### src/rtl/one_hot_row_scanner.sv
// one_hot_row_scanner: autonomous one-hot LED-matrix row scanner with per-row dwell, direction, direct load and frame pulse.
// Define ONE_HOT_ROW_SCANNER_BLANKING_EN to insert BLANK_CYCLES dark cycles between rows for anti-ghosting.
module one_hot_row_scanner #(
    parameter int SEL_WIDTH      = 3,
    parameter int OUT_WIDTH      = 8,
    parameter int DWELL_WIDTH    = 16,
    parameter bit ACTIVE_LOW_OUT = 1'b0,
    parameter int BLANK_CYCLES   = 4
) (
    input  logic                   ROWSCAN_CLOCK_50,
    input  logic                   ROWSCAN_RESET_InLow,
    input  logic                   ROWSCAN_Enable_In,
    input  logic                   ROWSCAN_Dir_In,
    input  logic [DWELL_WIDTH-1:0] ROWSCAN_Dwell_In,
    input  logic                   ROWSCAN_Load_In,
    input  logic [SEL_WIDTH-1:0]   ROWSCAN_LoadRow_In,
    output logic [OUT_WIDTH-1:0]   ROWSCAN_Data_Out,
    output logic [SEL_WIDTH-1:0]   ROWSCAN_Row_Out,
    output logic                   ROWSCAN_Frame_Out
);

`ifdef ONE_HOT_ROW_SCANNER_BLANKING_EN
    localparam bit BLANK_EN = (BLANK_CYCLES > 0);
    localparam int BW       = (BLANK_CYCLES > 1) ? $clog2(BLANK_CYCLES) : 1;
`endif

    localparam logic [SEL_WIDTH-1:0] ROW_MAX   = SEL_WIDTH'(OUT_WIDTH - 1);
    localparam logic [SEL_WIDTH:0]   ROW_LIMIT = (SEL_WIDTH + 1)'(OUT_WIDTH);
    localparam logic [OUT_WIDTH-1:0] INACTIVE  = {OUT_WIDTH{ACTIVE_LOW_OUT}};

    typedef enum logic [1:0] {
        IDLE  = 2'd0,
        SHOW  = 2'd1
`ifdef ONE_HOT_ROW_SCANNER_BLANKING_EN
        , BLANK = 2'd2
`endif
    } state_e;

    state_e                 state_q, state_d;
    logic [SEL_WIDTH-1:0]   row_q, row_d;
    logic [DWELL_WIDTH-1:0] dwell_q, dwell_d;
    logic [OUT_WIDTH-1:0]   data_q, data_d;
    logic                   frame_q, frame_d;
    logic                   start_d;
`ifdef ONE_HOT_ROW_SCANNER_BLANKING_EN
    logic [BW-1:0]          blank_q, blank_d;
`endif

    logic                 load_ok;
    logic [SEL_WIDTH-1:0] next_row;
    logic [SEL_WIDTH-1:0] frame_row;

    assign load_ok   = ROWSCAN_Load_In && ({1'b0, ROWSCAN_LoadRow_In} < ROW_LIMIT);
    assign frame_row = ROWSCAN_Dir_In ? ROW_MAX : '0;
    assign next_row  = ROWSCAN_Dir_In ? ((row_q == '0)      ? ROW_MAX : row_q - 1'b1)
                                      : ((row_q == ROW_MAX) ? '0      : row_q + 1'b1);

    // NOTE: every register, outputs included, is cleared asynchronously so outputs go inactive the instant reset asserts.
    always_ff @(posedge ROWSCAN_CLOCK_50 or negedge ROWSCAN_RESET_InLow) begin
        if (!ROWSCAN_RESET_InLow) begin
            state_q <= IDLE;
            row_q   <= '0;
            dwell_q <= '0;
            data_q  <= INACTIVE;
            frame_q <= 1'b0;
`ifdef ONE_HOT_ROW_SCANNER_BLANKING_EN
            blank_q <= '0;
`endif
        end else begin
            // NOTE: non-blocking assignments so every register samples pre-edge values regardless of statement order.
            state_q <= state_d;
            row_q   <= row_d;
            dwell_q <= dwell_d;
            data_q  <= data_d;
            frame_q <= frame_d;
`ifdef ONE_HOT_ROW_SCANNER_BLANKING_EN
            blank_q <= blank_d;
`endif
        end
    end

    always_comb begin
        // NOTE: defaults first so no path through the case leaves a signal unassigned (no inferred latches).
        state_d = state_q;
        row_d   = row_q;
        dwell_d = dwell_q;
        start_d = 1'b0;
`ifdef ONE_HOT_ROW_SCANNER_BLANKING_EN
        blank_d = blank_q;
`endif
        if (state_q == IDLE) begin
            if (load_ok) begin
                row_d = ROWSCAN_LoadRow_In;
            end else if (ROWSCAN_Enable_In) begin
                state_d = SHOW;
                dwell_d = ROWSCAN_Dwell_In;
                start_d = 1'b1;
            end
        end else if (!ROWSCAN_Enable_In) begin
            state_d = IDLE;
            if (load_ok) row_d = ROWSCAN_LoadRow_In;
        end else if (load_ok) begin
            // Load beats a natural advance and also cuts any blanking short.
            state_d = SHOW;
            row_d   = ROWSCAN_LoadRow_In;
            dwell_d = ROWSCAN_Dwell_In;
            start_d = 1'b1;
        end else if (state_q == SHOW) begin
            if (dwell_q == '0) begin
                row_d = next_row;
`ifdef ONE_HOT_ROW_SCANNER_BLANKING_EN
                if (BLANK_EN) begin
                    state_d = BLANK;
                    blank_d = BW'(BLANK_CYCLES - 1);
                end else begin
                    dwell_d = ROWSCAN_Dwell_In;
                    start_d = 1'b1;
                end
`else
                dwell_d = ROWSCAN_Dwell_In;
                start_d = 1'b1;
`endif
            end else begin
                dwell_d = dwell_q - 1'b1;
            end
        end
`ifdef ONE_HOT_ROW_SCANNER_BLANKING_EN
        else begin
            if (blank_q == '0) begin
                state_d = SHOW;
                dwell_d = ROWSCAN_Dwell_In;
                start_d = 1'b1;
            end else begin
                blank_d = blank_q - 1'b1;
            end
        end
`endif
    end

    // Outputs are decoded from the next state and registered, so the pins never glitch.
    always_comb begin
        data_d = INACTIVE;
        if (state_d == SHOW) begin
            data_d = {{(OUT_WIDTH-1){1'b0}}, 1'b1} << row_d;
            if (ACTIVE_LOW_OUT) data_d = ~data_d;
        end
        frame_d = start_d && (row_d == frame_row);
    end

    assign ROWSCAN_Data_Out  = data_q;
    assign ROWSCAN_Row_Out   = row_q;
    assign ROWSCAN_Frame_Out = frame_q;

endmodule

### config.mk
export PLATFORM = sky130hd
export DESIGN_NAME = one_hot_row_scanner
export DESIGN_NICKNAME = d
export VERILOG_FILES = /design/src/rtl/one_hot_row_scanner.sv
export SDC_FILE = /design/constraint.sdc
export NUM_CORES = 1
export LEC_CHECK = 0
export BUFFER_PORTS_ARGS = -buffer_cell sky130_fd_sc_hd__buf_2
export CAP_MARGIN = 20
export CORE_AREA = 4 4 61 63
export DETAILED_ROUTE_END_ITERATION = 7
export DIE_AREA = 0 0 65 67
export PLACE_DENSITY_LB_ADDON = 0.1
export SYNTH_ARGS = -nofsm -noshare
export SYNTH_HDL_FRONTEND = slang
export SYNTH_SLANG_ARGS = --single-unit
### constraint.sdc
create_clock -name ROWSCAN_CLOCK_50 -period 4.2 [get_ports ROWSCAN_CLOCK_50]
set_input_delay 0.42 -clock ROWSCAN_CLOCK_50 [delete_from_list [all_inputs] [get_ports ROWSCAN_CLOCK_50]]
set_output_delay 0.42 -clock ROWSCAN_CLOCK_50 [all_outputs]
set_load 0.05 [all_outputs]
# --- Word level (Yosys, flattened, before mapping) ---
# Cells that the tools add are included.
classes:
  n_eq_ne: 5
  bitwise_logic: 0
  n_mux: 30
  addsub: 3
  n_reduce_logical: 8
  div: 0
  order_cmp: 0
  multipliers: 0
  shifts: 1
op_table:
  columns: ["operator", "n"]
  rows:
  - ["$mux W16", 7]
  - ["$mux W3", 10]
  - ["$logic_not A16 Y1", 1]
  - ["$sub A16 B1 Y16 const B", 1]
  - ["$mux W2", 5]
  - ["$mux W8", 1]
  - ["$shl A1 B3 Y8 const A", 1]
  - ["$mux W1", 7]
  - ["$eq A2 B1 Y1 const B", 2]
  - ["$reduce_and A4 Y1", 1]
  - ["$reduce_bool A2 Y1", 2]
  - ["$add A3 B1 Y3 const B", 1]
  - ["$eq A3 B3 Y1", 1]
  - ["$eq A3 B3 Y1 const B", 1]
  - ["$logic_not A3 Y1", 1]
  - ["$reduce_bool A3 Y1", 1]
  - ["$sub A3 B1 Y3 const B", 1]
  - ["$logic_not A2 Y1", 1]
  - ["$ne A2 B2 Y1 const B", 1]
  - ["$logic_and A1 B1 Y1", 1]
word_totals:
  latch_bits: 0
  mem_bits_ro: 0
  ff_bits: 30
  word_cells: 52
  mem_bits_rw: 0
  mem_count: 0

# --- Depth between registers and ports, before layout ---
logic_depth:
  ltp_word: 10
  mapped_depth: 11

# --- Least setup slack after synthesis ---
# Ideal clock, no wire load.
synth_timing:
  path_kind: "register to register"
  from: "register dwell_q[0]"
  to: "register frame_q (netlist: ROWSCAN_Frame_Out)"
  n_path_buf: 1
  t_required_ns: 4.113
  path_slack_ns: 1.317
  arrival_ns: 2.796
  path_stages_with_launch: 10
  cell_sequence: "dfrtp_1 > inv_1 > ha_1 > or4b_4 > or4_4 > buf_6 > mux2_2 > a21boi_2 > or4_4 > a211oi_2"
synth_via:
  elab_chain_cells: 8
  elab_cells_between_ends: 13
  classes_between: "eq/ne (1); mux (10); reduce/logical (2)"
synth_lines:
  columns: ["item", "line_no", "source"]
  rows:
  - ["start, declared", "41", "logic [DWELL_WIDTH-1:0] dwell_q, dwell_d;"]
  - ["start signal, assigned", "73", "dwell_q <= dwell_d;"]
  - ["$logic_not A16 Y1", "109", "if (dwell_q == '0) begin"]
  - ["$mux W3", "109", null]
  - ["$mux W3", "108", "end else if (state_q == SHOW) begin"]
  - ["$mux W3", "102", "end else if (load_ok) begin"]
  - ["$mux W3", "99", "end else if (!ROWSCAN_Enable_In) begin"]
  - ["$mux W3", "91", "if (state_q == IDLE) begin"]
  - ["via row_d[1]", "40", "logic [SEL_WIDTH-1:0] row_q, row_d;"]
  - ["$eq A3 B3 Y1", "147", "frame_d = start_d && (row_d == frame_row);"]
  - ["$logic_and A1 B1 Y1", "147", null]
  - ["via frame_d", "43", "logic frame_q, frame_d;"]
  - ["end signal, assigned", "75", "frame_q <= frame_d;"]
  - ["end, declared", "43", null]
# The timed path passes the listed nets, and every way through them passes these cells.
# A chain may end at the register's enable or synchronous reset.

# --- Worst setup path in the final report ---
# Ends and elaborated chain as after synthesis.

==> results.env <==
MAPPEDNETLISTNETS=237
NUMBER_OF_ANTENNA_VIOLATIONS_AT_THE_FIRST_CHECK_IN_GLOBAL_ROUTING=0
CHIPHEIGHT_MICRONS=67
CTS_ROOT_BUFFER='clkbuf_4'
FLOORPLAN.INITIALDENSITY=0.554
YOSYS_REG_BITS=30
MAXSLEWVIOLCOUNT=0
DRC_ERRORS=0
HOLD_CLASS='input pin to asynchronous set/reset pin'
CRIT_CHAIN='inv_1, ha_1, or4b_4, or4_4, mux2_2, a21boi_2, or4_4, a211oi_2'
FMAX_GHz=0.334
DRTITER0DRC=128
TNS_NS=0
SYNTH_EDF_COUNT=0
POST-DP-HPWL_MM=2.98
CRITPATHSLOWESTCELL='or4_4'
STATUS='finished clean'
SYNTH_TOP_CELLS_BY_AREA='dfrtp_1 42%, o21ai_0 8.4%, nor2_1 5.7%'
DRT.ANTENNA.VIOLATING_NETS=0
POST_CTS_HOLD_BUFFER_COUNT=0
AVGVIACOUNTPERCELL=5.65
DP_WORST_SETUP_SLACK_NS=1.21
CTS.HTREE.LEVELS=2
CRIT_FANOUT=7
SYNTH.TOP_CELL.AREA_SHARE=0.419
SYNTH.YOSYS.SEQ_AREA_SHARE=0.419
NUMCTSBUFFERS=5
WORSTREG2REGEND='ROWSCAN_Frame_Out'
CTS-ROOT-TO-SINK-BUFFERS=2
TIMING_WORST_SETUP_PATH_TYPE='flip-flop to flip-flop'
CP_DATA_ARRIVAL_TIME_NS=3.24
RSZ0062_AT_GRT='false'
OVERFLOW=0
LARGEST_NET_DEGREE_AT_THE_START_OF_GLOBAL_ROUTING=31
NUMBER_OF_WARNINGS_PRINTED_DURING_YOSYS_SYNTHESIS=0
SYN_AREA_SQ_UM=1790
IRDROPWORSTVDD_mV=0.164
DRT-WIRELENGTH-PER-CELL_MICRONS=14.0
NUM_IO_PINS=36
DIODES=0
FP.DIEW_MICRONS=65
SHARE_OF_FLIP_FLOPS_WITH_AN_ASYNCHRONOUS_SET_OR_RESET_AFTER_SYNTHESIS=1.00
DIE-AREA_SQ_UM=4360
LEAKAGE_nW=0.916
CTS_RESIZED=0
CLOCK_SINK_COUNT=30
CP.REQUIRED_NS=4.45
REG_TO_REG_CRITICAL_PATH_STARTPOINT='dwell_q[0]'
TIMING.FINAL.CRIT_SHARE=0.712
SYNTH.LARGEST_AREA_CELL='dfrtp_1'
CORE_AREA_SQ_UM=3230
GLOBAL_ROUTE_WIRE_LENGTH_BEFORE_REPAIR_MM=6.91
MINIMUM_SETUP_SLACK_AMONG_REG_TO_REG_PATHS_NS=1.21
WORSTSKEWPAIRLATENCY_NS=0.33
INSTANCE_COUNT_OF_THE_MAPPED_NETLIST=208
FINALWORSTSETUPSLACK_NS=1.21
CRITICAL-PATH-TOP-CELL-BY-COUNT='or4_4'
PORT_BUFFERS=35
CELLPOWERDENSITY_nW_PER_UM2=346
DETAIL_ROUTE.FIRST_PASS.ITERATIONS=4
DR_TOTAL_VIAS=1622
TIMING.CRITICAL_PATH.TO_TYPE='flip-flop'
CRITICAL_PATH.N_BUFFERS_INVERTERS=1
MAX_CAP_VIOLATIONS=0
WORST_REG2REG_PATH_LENGTH_IN_CELLS=8
NUMBER_OF_DISTINCT_LIBRARY_CELLS_AFTER_SYNTHESIS=42
CRIT_PATH_MAX_INCR_DELAY_NS=0.62
GRT_PASS1_VIAS=1623
AREA_OVERHEAD_VS_SYNTH_PCT=14.3
YS.FLOP_TYPE='dfrtp_1'
FIN_SKEW_NS=0.0149
SYN_AREA_PER_CELL_SQ_UM=8.61
FINAL-SETUP-VIOL-COUNT=0
FP-ROW-COUNT=21
CRITICAL-PATH-TOP-DELAY-FAMILY='simple AND/OR/NAND/NOR gates'
WORST_SETUP_START_KIND='flip-flop'
HOLD_VIOLATIONS=0
FINISH.NET_COUNT=269
DRIVE_GT1_FRAC=0.249
CLKSLEWWORSTSETUPHOLDPATHS_NS=0.11
GLOBALROUTETOTALUTIL=0.210
ROUTE.FINAL.WIRE_LENGTH_MM=4.02
GLOBALPLACE.CONGESTION=0.889
POSTCTSSETUPBUFFERS=0
TRITONCTS='yes'
WORSTMARGINPINSLEW_NS=0.712
SLEW-LIMIT-HEADROOM=0.521
WORSTSETUPPATHDEPTH=8
FINALWORSTPATHREQUIREDPERIOD_NS=2.99
FILLER_INSTANCES=293
## power breakdown
group	internal, mW	switching (mW)
clock network	0.0804	0.103
logic	0.0625	0.105
registers	0.320	0.0365
total	0.463	0.245
## area by class of cell
type	instances	area, sq um	area share
multi-input cells	157	953	0.466
flip-flops and latches	30	751	0.367
repair buffers	36	183	0.0893
well taps	46	57.6	0.0281
clock buffers	6	51.3	0.0251
inverters	10	37.5	0.0183
clock inverters	2	12.5	0.00612
## cell usage in the layout (no fill, tap or decap), types with 3 or more instances in the layout
cell	count
o21ai_0	30
dfrtp_1	30
nor2_1	27
nor4_1	4
clkbuf_4	5
ha_1	5
nand2b_1	6
nand2_1	15
nor3_1	6
nand4_1	3
a21oi_1	17
and2_1	3
or2_2	3
buf_2	35
nor2b_1	3
a22oi_1	3
inv_1	10
## cell usage after synthesis, drive strengths merged (2+ instances only)
cell type,instances
a22oi,3
or3,3
o21ai,31
nand3,2
nor3,8
nand2b,6
a2bb2oi,2
nor2,27
ha,5
nand4,3
nor4,4
clkbuf,10
nor2b,3
dfrtp,30
o211ai,2
and2,3
or4,5
a21oi,17
nand2,15
or2,3
inv,10
nor3b,2
a31oi,2
## per-layer routing
| metal | part of all wire | GRT usage | up-vias |
|---|---|---|---|
| li1 | - | - | 797 |
| met1 | 0.40 | 0.218 | 762 |
| met2 | 0.52 | 0.405 | 55 |
| met3 | 0.062 | 0.0556 | 8 |
| met4 | 0.013 | 0.0660 | 0 |
| met5 | 0 | 0 | - |
## flip-flops by register name, summed over array words and instances (netlist names)
| signal | count |
|---|---|
| ROWSCAN_Data_Out | 8 |
| state_q | 2 |
| ROWSCAN_Row_Out | 3 |
| dwell_q | 16 |
| ROWSCAN_Frame_Out | 1 |
## cell families after synthesis
| group | after synthesis | share of synthesized area |
|---|---|---|
| buf+inv | 21 | 0.0482 |
| xor+xnor | 2 | 0.00979 |
| flops | 30 | 0.419 |
| fa+ha+maj | 5 | 0.0349 |
| simple gates | 87 | 0.270 |
| mux | 2 | 0.0119 |
| compound gates | 61 | 0.205 |
## worst max-delay path by stage
stage / slack, ns / end / from
after floorplan: 1.32 / ROWSCAN_Frame_Out / dwell_q[0]
after global placement: 1.30 / ROWSCAN_Frame_Out / dwell_q[0]
after detailed placement: 1.21 / ROWSCAN_Frame_Out / dwell_q[0]
after CTS: 1.20 / ROWSCAN_Frame_Out / dwell_q[0]
after global routing: 1.05 / dwell_q[8] / dwell_q[0]
final: 1.21 / ROWSCAN_Frame_Out / dwell_q[0]
## metrics by stage
step / cell area [sq um] / hold WS [ns] / cells / power [mW] / utilization
CTS: 2050 / 0.134 / 287 / 0.711 / 0.633
global placement: 1980 / 0.482 / 279 / 0.521 / 0.613
detailed placement: 1980 / 0.499 / 279 / 0.530 / 0.613
global route: 2050 / 0.147 / 287 / 0.752 / 0.633
floorplan: 1790 / 0.124 / 208 / 0.477 / -
finish: 2050 / 0.118 / 287 / 0.708 / 0.633
Note: power is estimated with default switching activity, not from simulation.
